File: config.mk
export PLATFORM = sky130hd
export DESIGN_NAME = alu_ctrl_seq
export DESIGN_NICKNAME = d
export VERILOG_FILES = /design/src/rtl/alu_ctrl_seq_pkg.sv /design/src/rtl/alu_cond_eval.sv /design/src/rtl/alu_ctrl_seq.sv
export SDC_FILE = /design/constraint.sdc
export NUM_CORES = 1
export LEC_CHECK = 0
export CAP_MARGIN = 20
export CORE_ASPECT_RATIO = 0.7
export CORE_UTILIZATION = 43
export DETAILED_ROUTE_END_ITERATION = 7
export PLACE_DENSITY = 0.78
export REMOVE_ABC_BUFFERS = 1
export SYNTH_ARGS = -nofsm -noshare
export SYNTH_HDL_FRONTEND = slang
export SYNTH_SLANG_ARGS = --single-unit
File: constraint.sdc
create_clock -name clk -period 1.1 [get_ports clk]
set_input_delay 0.22 -clock clk [delete_from_list [all_inputs] [get_ports clk]]
set_output_delay 0.22 -clock clk [all_outputs]
set_load 0.01 [all_outputs]
File: src/rtl/alu_ctrl_seq_pkg.sv
// Shared definitions for the ALU control sequencer: instruction layout,
// opcodes, cond encodings, FSM states and the flag/instruction payloads.
package alu_ctrl_seq_pkg;

  localparam int unsigned INSTR_W   = 16;
  localparam int unsigned OPC_W     = 4;
  localparam int unsigned FMT_ADR_W = 3;
  localparam int unsigned COND_W    = 3;

  localparam int unsigned OPC_LSB  = 12;
  localparam int unsigned W_LSB    = 9;
  localparam int unsigned R_LSB    = 6;
  localparam int unsigned S_LSB    = 3;
  localparam int unsigned COND_LSB = 0;

  // 0000-1100 are passed straight to the ALU; the top three are sequencer ops
  typedef enum logic [OPC_W-1:0] {
    ALU_PASS_S = 4'b0000,
    ALU_PASS_R = 4'b0001,
    ALU_INC    = 4'b0010,
    ALU_DEC    = 4'b0011,
    ALU_ADD    = 4'b0100,
    ALU_SUB    = 4'b0101,
    ALU_AND    = 4'b0110,
    ALU_OR     = 4'b0111,
    ALU_XOR    = 4'b1000,
    ALU_NOT    = 4'b1001,
    ALU_SHL    = 4'b1010,
    ALU_SHR    = 4'b1011,
    ALU_NEG    = 4'b1100,
    OP_CMP     = 4'b1101,
    OP_CLRF    = 4'b1110,
    OP_HALT    = 4'b1111
  } opc_e;

  typedef enum logic [COND_W-1:0] {
    COND_ALWAYS = 3'b000,
    COND_Z      = 3'b001,
    COND_NZ     = 3'b010,
    COND_N      = 3'b011,
    COND_C      = 3'b100,
    COND_NC     = 3'b101,
    COND_NEVER0 = 3'b110,
    COND_NEVER1 = 3'b111
  } cond_e;

  typedef enum logic [2:0] {
    ST_IDLE   = 3'd0,
    ST_DECODE = 3'd1,
    ST_EXEC   = 3'd2,
    ST_RETIRE = 3'd3,
    ST_HALT   = 3'd4
  } state_e;

  typedef struct packed {
    logic n;
    logic z;
    logic c;
  } flags_t;

endpackage

File: src/rtl/alu_cond_eval.sv
// Combinational condition check: decides whether an instruction with the
// given cond field is taken under the current latched flags.
module alu_cond_eval
  import alu_ctrl_seq_pkg::*;
#(
  parameter bit COND_EN = 1'b1
) (
  input  cond_e  cond,
  input  flags_t flags,
  output logic   take
);

  always_comb begin
    take = 1'b0;
    if (!COND_EN) begin
      take = 1'b1;
    end else begin
      case (cond)
        COND_ALWAYS: take = 1'b1;
        COND_Z:      take = flags.z;
        COND_NZ:     take = !flags.z;
        COND_N:      take = flags.n;
        COND_C:      take = flags.c;
        COND_NC:     take = !flags.c;
        default:     take = 1'b0;
      endcase
    end
  end

endmodule

File: src/rtl/alu_ctrl_seq.sv
// Multi-cycle ALU control sequencer: accepts one instruction at a time,
// gates it on the latched flags, drives the ALU/regfile for one EXEC cycle.
module alu_ctrl_seq
  import alu_ctrl_seq_pkg::*;
#(
  parameter int unsigned ADR_W   = 3,
  parameter int unsigned COND_EN = 1
) (
  input  logic               clk,
  input  logic               reset_n,
  input  logic [INSTR_W-1:0] Instr,
  input  logic               Instr_Valid,
  output logic               Instr_Ready,
  output logic [OPC_W-1:0]   Alu_Op,
  output logic [ADR_W-1:0]   R_Adr,
  output logic [ADR_W-1:0]   S_Adr,
  output logic [ADR_W-1:0]   W_Adr,
  output logic               W_En,
  input  logic               N,
  input  logic               Z,
  input  logic               C,
  output logic               N_Q,
  output logic               Z_Q,
  output logic               C_Q,
  output logic               Done,
  output logic               Halted
);

  if (ADR_W != FMT_ADR_W) begin : g_adr_w_check
    $error("alu_ctrl_seq: ADR_W must match the 3-bit register fields of the instruction");
  end

  state_e               state_q, state_d;
  logic [INSTR_W-1:0]   instr_q, instr_d;
  flags_t               flags_q, flags_d;
  logic                 ready_q, ready_d;
  opc_e                 alu_op_q, alu_op_d;
  logic [ADR_W-1:0]     r_adr_q, r_adr_d, s_adr_q, s_adr_d, w_adr_q, w_adr_d;
  logic                 w_en_q, w_en_d, done_q, done_d, halted_q, halted_d;

  opc_e                 opc;
  cond_e                cond;
  logic                 take;

  assign opc  = opc_e'(instr_q[OPC_LSB +: OPC_W]);
  assign cond = cond_e'(instr_q[COND_LSB +: COND_W]);

  alu_cond_eval #(
    .COND_EN (COND_EN != 0)
  ) u_cond_eval (
    .cond  (cond),
    .flags (flags_q),
    .take  (take)
  );

  // Next state plus the output values that the next state will present
  always_comb begin
    state_d  = state_q;
    instr_d  = instr_q;
    flags_d  = flags_q;
    ready_d  = 1'b0;
    alu_op_d = ALU_PASS_S;
    r_adr_d  = '0;
    s_adr_d  = '0;
    w_adr_d  = '0;
    w_en_d   = 1'b0;
    done_d   = 1'b0;
    halted_d = 1'b0;

    unique case (state_q)
      ST_IDLE: begin
        if (Instr_Valid) begin
          instr_d = Instr;
          state_d = ST_DECODE;
        end
      end
      ST_DECODE: begin
        if (!take) begin
          state_d = ST_RETIRE;
        end else if (opc == OP_HALT) begin
          state_d = ST_HALT;
        end else if (opc == OP_CLRF) begin
          flags_d = '0;
          state_d = ST_RETIRE;
        end else begin
          state_d = ST_EXEC;
        end
      end
      ST_EXEC: begin
        flags_d = '{n: N, z: Z, c: C};
        state_d = ST_RETIRE;
      end
      ST_RETIRE: state_d = ST_IDLE;
      ST_HALT:   state_d = ST_HALT;
      default:   state_d = ST_IDLE;
    endcase

    ready_d  = (state_d == ST_IDLE);
    halted_d = (state_d == ST_HALT);
    done_d   = (state_d == ST_RETIRE) || (state_d == ST_HALT && state_q != ST_HALT);

    // Datapath controls are only ever live for the single EXEC cycle
    if (state_d == ST_EXEC) begin
      alu_op_d = (opc == OP_CMP) ? ALU_SUB : opc;
      r_adr_d  = ADR_W'(instr_q[R_LSB +: FMT_ADR_W]);
      s_adr_d  = ADR_W'(instr_q[S_LSB +: FMT_ADR_W]);
      w_adr_d  = ADR_W'(instr_q[W_LSB +: FMT_ADR_W]);
      w_en_d   = (opc != OP_CMP);
    end
  end

  always_ff @(posedge clk) begin
    if (!reset_n) begin
      state_q  <= ST_IDLE;
      instr_q  <= '0;
      flags_q  <= '0;
      ready_q  <= 1'b1;
      alu_op_q <= ALU_PASS_S;
      r_adr_q  <= '0;
      s_adr_q  <= '0;
      w_adr_q  <= '0;
      w_en_q   <= 1'b0;
      done_q   <= 1'b0;
      halted_q <= 1'b0;
    end else begin
      state_q  <= state_d;
      instr_q  <= instr_d;
      flags_q  <= flags_d;
      ready_q  <= ready_d;
      alu_op_q <= alu_op_d;
      r_adr_q  <= r_adr_d;
      s_adr_q  <= s_adr_d;
      w_adr_q  <= w_adr_d;
      w_en_q   <= w_en_d;
      done_q   <= done_d;
      halted_q <= halted_d;
    end
  end

  assign Instr_Ready = ready_q;
  assign Alu_Op      = alu_op_q;
  assign R_Adr       = r_adr_q;
  assign S_Adr       = s_adr_q;
  assign W_Adr       = w_adr_q;
  assign W_En        = w_en_q;
  assign N_Q         = flags_q.n;
  assign Z_Q         = flags_q.z;
  assign C_Q         = flags_q.c;
  assign Done        = done_q;
  assign Halted      = halted_q;

endmodule

==> results.json <==
{
  "min_period_ns": 1.263,
  "ant_nets": 0,
  "row_count": 18,
  "slew_violations": 0,
  "drive_above_1_share_pct": 40.16,
  "critPathLaunchType": "register",
  "rsz0062_at_grt": "yes",
  "syn_inst": 173,
  "firstDrtPassIters": 4,
  "worstHoldPathCells": 2,
  "coreArea_mm2": 0.003536,
  "syn_area_mm2": 0.001590,
  "yosysTopAreaCell": "dfxtp_1",
  "synth-xor-area-share_pct": 0,
  "grt_pass1_wl_um": 6106,
  "maxCapViolations": 0,
  "synthSimpleGateAreaFrac_pct": 27.46,
  "clk_path_buf_depth": 2,
  "critPathMaxFanout": 6,
  "grt_pass1_vias": 1343,
  "setup_tns_ns": -4.349,
  "p_per_area_mw_per_mm2": 1367,
  "setup_viol": 38,
  "hpwl_um": 2388,
  "utilization_pct": 70.88,
  "ys_types": 34,
  "ir_worst_vdd_uv": 856.6,
  "vias_per_cell": 4.913,
  "grt_max_degree": 23,
  "synth_common_cells": "nand2_1, dfxtp_1, a21boi_1, nor2_1, a21boi_0",
  "seq_area_frac_synth_pct": 49.10,
  "ys_ff_latch": 39,
  "synth-edff-count": 0,
  "synthFlopType": "dfxtp_1",
  "arrival_ns": 1.50,
  "drc_errors": 0,
  "post-route-period-util_pct": 114.8,
  "max_freq_mhz": 791.6,
  "grt_overflow": 0,
  "die-area_mm2": 0.003949,
  "synth_top_area_share_pct": 49.10,
  "gp_congestion": 0.7820,
  "cts_inserted_buffers": 5,
  "dieWidth_um": 74.69,
  "hold_viol_final": 0,
  "avgSynthCellArea_um2": 9.192,
  "status": "finished with violations",
  "clk_latency_ns": 0.30,
  "critPathRequiredTime_ns": 1.34,
  "synthArstFlopShare_pct": 0,
  "worstMarginPinSlew_ns": 0.3624,
  "dp.cells": 282,
  "violations": "negative setup slack",
  "synth_mux_area_share_pct": 0,
  "setup_ws_ns": -0.1632,
  "worstSetupEndpointType": "register",
  "nNetsFinal": 270,
  "initial_utilization_pct": 44.98,
  "synth_top_family_by_area": "simple AND/OR/NAND/NOR gates",
  "cts_tree": "done",
  "synthTopCellsByArea": "dfxtp_1, nand2_1, a21boi_1, nor2_1, a21boi_0",
  "num_vias": 1469,
  "drt_wl_total_um": 3869,
  "wl_per_cell_um": 12.94,
  "numClockSinks": 39,
  "htreeDepth": 2,
  "hold_class": "register to register",
  "finalClockSkew_ns": 0.008244,
  "synth-adder-area-share_pct": 0,
  "ios": 42,
  "area_growth_pct": 57.59,
  "synth_compound_area_share_pct": 19.91,
  "p_total_w": 0.003425,
  "antenna_found_initial": 0,
  "leakagePower_nw": 0.9820,
  "synth.most_common_cell": "nand2_1",
  "r2r_cells": 5,
  "antennaDiodeCount": 0,
  "drt-initial-drc-count": 55,
  "path_class": "register to register",
  "root_buffer": "clkbuf_8",
  "die_h_um": 52.88,
  "layout.cells.non_filler": 299,
  "yosysWarnings": 0,
  "clk_pin_slew_ns": 0.08,
  "grt_usage_pct": 21.69,
  "relSlewSlack_pct": 75.51,
  "place.port_buffers": 41
}
==> final timing paths <==
check | slack, ns | endpoint | from
setup / recovery | -0.16 | instr_q[15] | state_q[1]
hold / removal | 0.42 | W_Adr[2] | instr_q[11]
setup reg to reg | -0.16 | instr_q[15] | state_q[1]
hold reg to reg | 0.42 | W_Adr[2] | instr_q[11]
==> state kept, by name, indices dropped and copies added (netlist names), 3 cells and up <==
register and flops:
R_Adr 3, state_q 3, instr_q 16, S_Adr 3
W_Adr 3, Alu_Op 4
==> routing by layer <==
layer  global-route usage, %  share of wire (%)  vias to the layer above
met1                   26.62                 46                      693
met2                   34.68                 48                       38
li1                        -                  -                      732
met5                       0                  0                        -
met3                   7.619                4.8                        6
met4                   8.805                1.0                        0
==> placed cells by master (no fill, tap or decap), types with 3 or more instances in the layout <==
cell type / instances
a21boi_1: 16
a21boi_2: 3
a21oi_1: 3
a41o_1: 3
buf_4: 23
buf_6: 14
clkbuf_2: 10
clkbuf_8: 5
clkdlybuf4s15_1: 7
clkdlybuf4s50_1: 20
dfxtp_1: 31
dfxtp_2: 4
dfxtp_4: 4
nand2_1: 46
nand2_2: 4
nand2b_4: 3
nor2_1: 9
nor2_2: 3
nor2_4: 3
nor3b_2: 3
==> critical path, cell delays in order, from the launching register on <==
cell and delay, ns:
dfxtp_4 0.36, buf_6 0.12, nor4b_4 0.33, buf_4 0.21, nand2_1 0.06, a21boi_1 0.12
==> layout make-up <==
cell class                      count  area [um2]
Clock inverter                      3       20.02
Sequential cell                    39       800.8
Fill cell                         274        1030
Timing Repair Buffer               76       664.4
Tap cell                           50       62.56
Clock buffer                        5       68.82
Multi-Input combinational cell    126       889.6
==> power breakdown <==
group	leakage (nW)	switching, W	internal [W]
combinational	0.620	0.000394	0.000470
sequential	0.322	0.0000731	0.00151
clock	0.0402	0.000538	0.000441
total	0.982	0.00100	0.00242
==> kinds of logic (layout without fill, tap and decap cells) <==
group / Yosys count / in the layout
AOI/OAI and AO/OA: 40 / 40
buffers and inverters: 8 / 84
DFF: 39 / 39
and+or+nand+nor: 86 / 86
==> what timing repair did <==
item	4_1_cts	5_1_grt
endpoints found under the setup margin	58	58
resized for setup	80	39
pin swaps	27	10
setup buffers	9	1
hold buffers	0	0
==> per-stage QoR <==
step / hold WS (ns) / area [um2] / worst slack [ns]
floorplan: 0.2918 / 1534 / -0.2045
global placement: 0.4161 / 2202 / -0.5308
detailed placement: 0.4172 / 2202 / -0.5970
global route: 0.4460 / 2506 / -0.2379
finish: 0.4211 / 2506 / -0.1632
CTS: 0.4212 / 2482 / -0.1374
No activity file was read; power rests on OpenSTA's default activity.
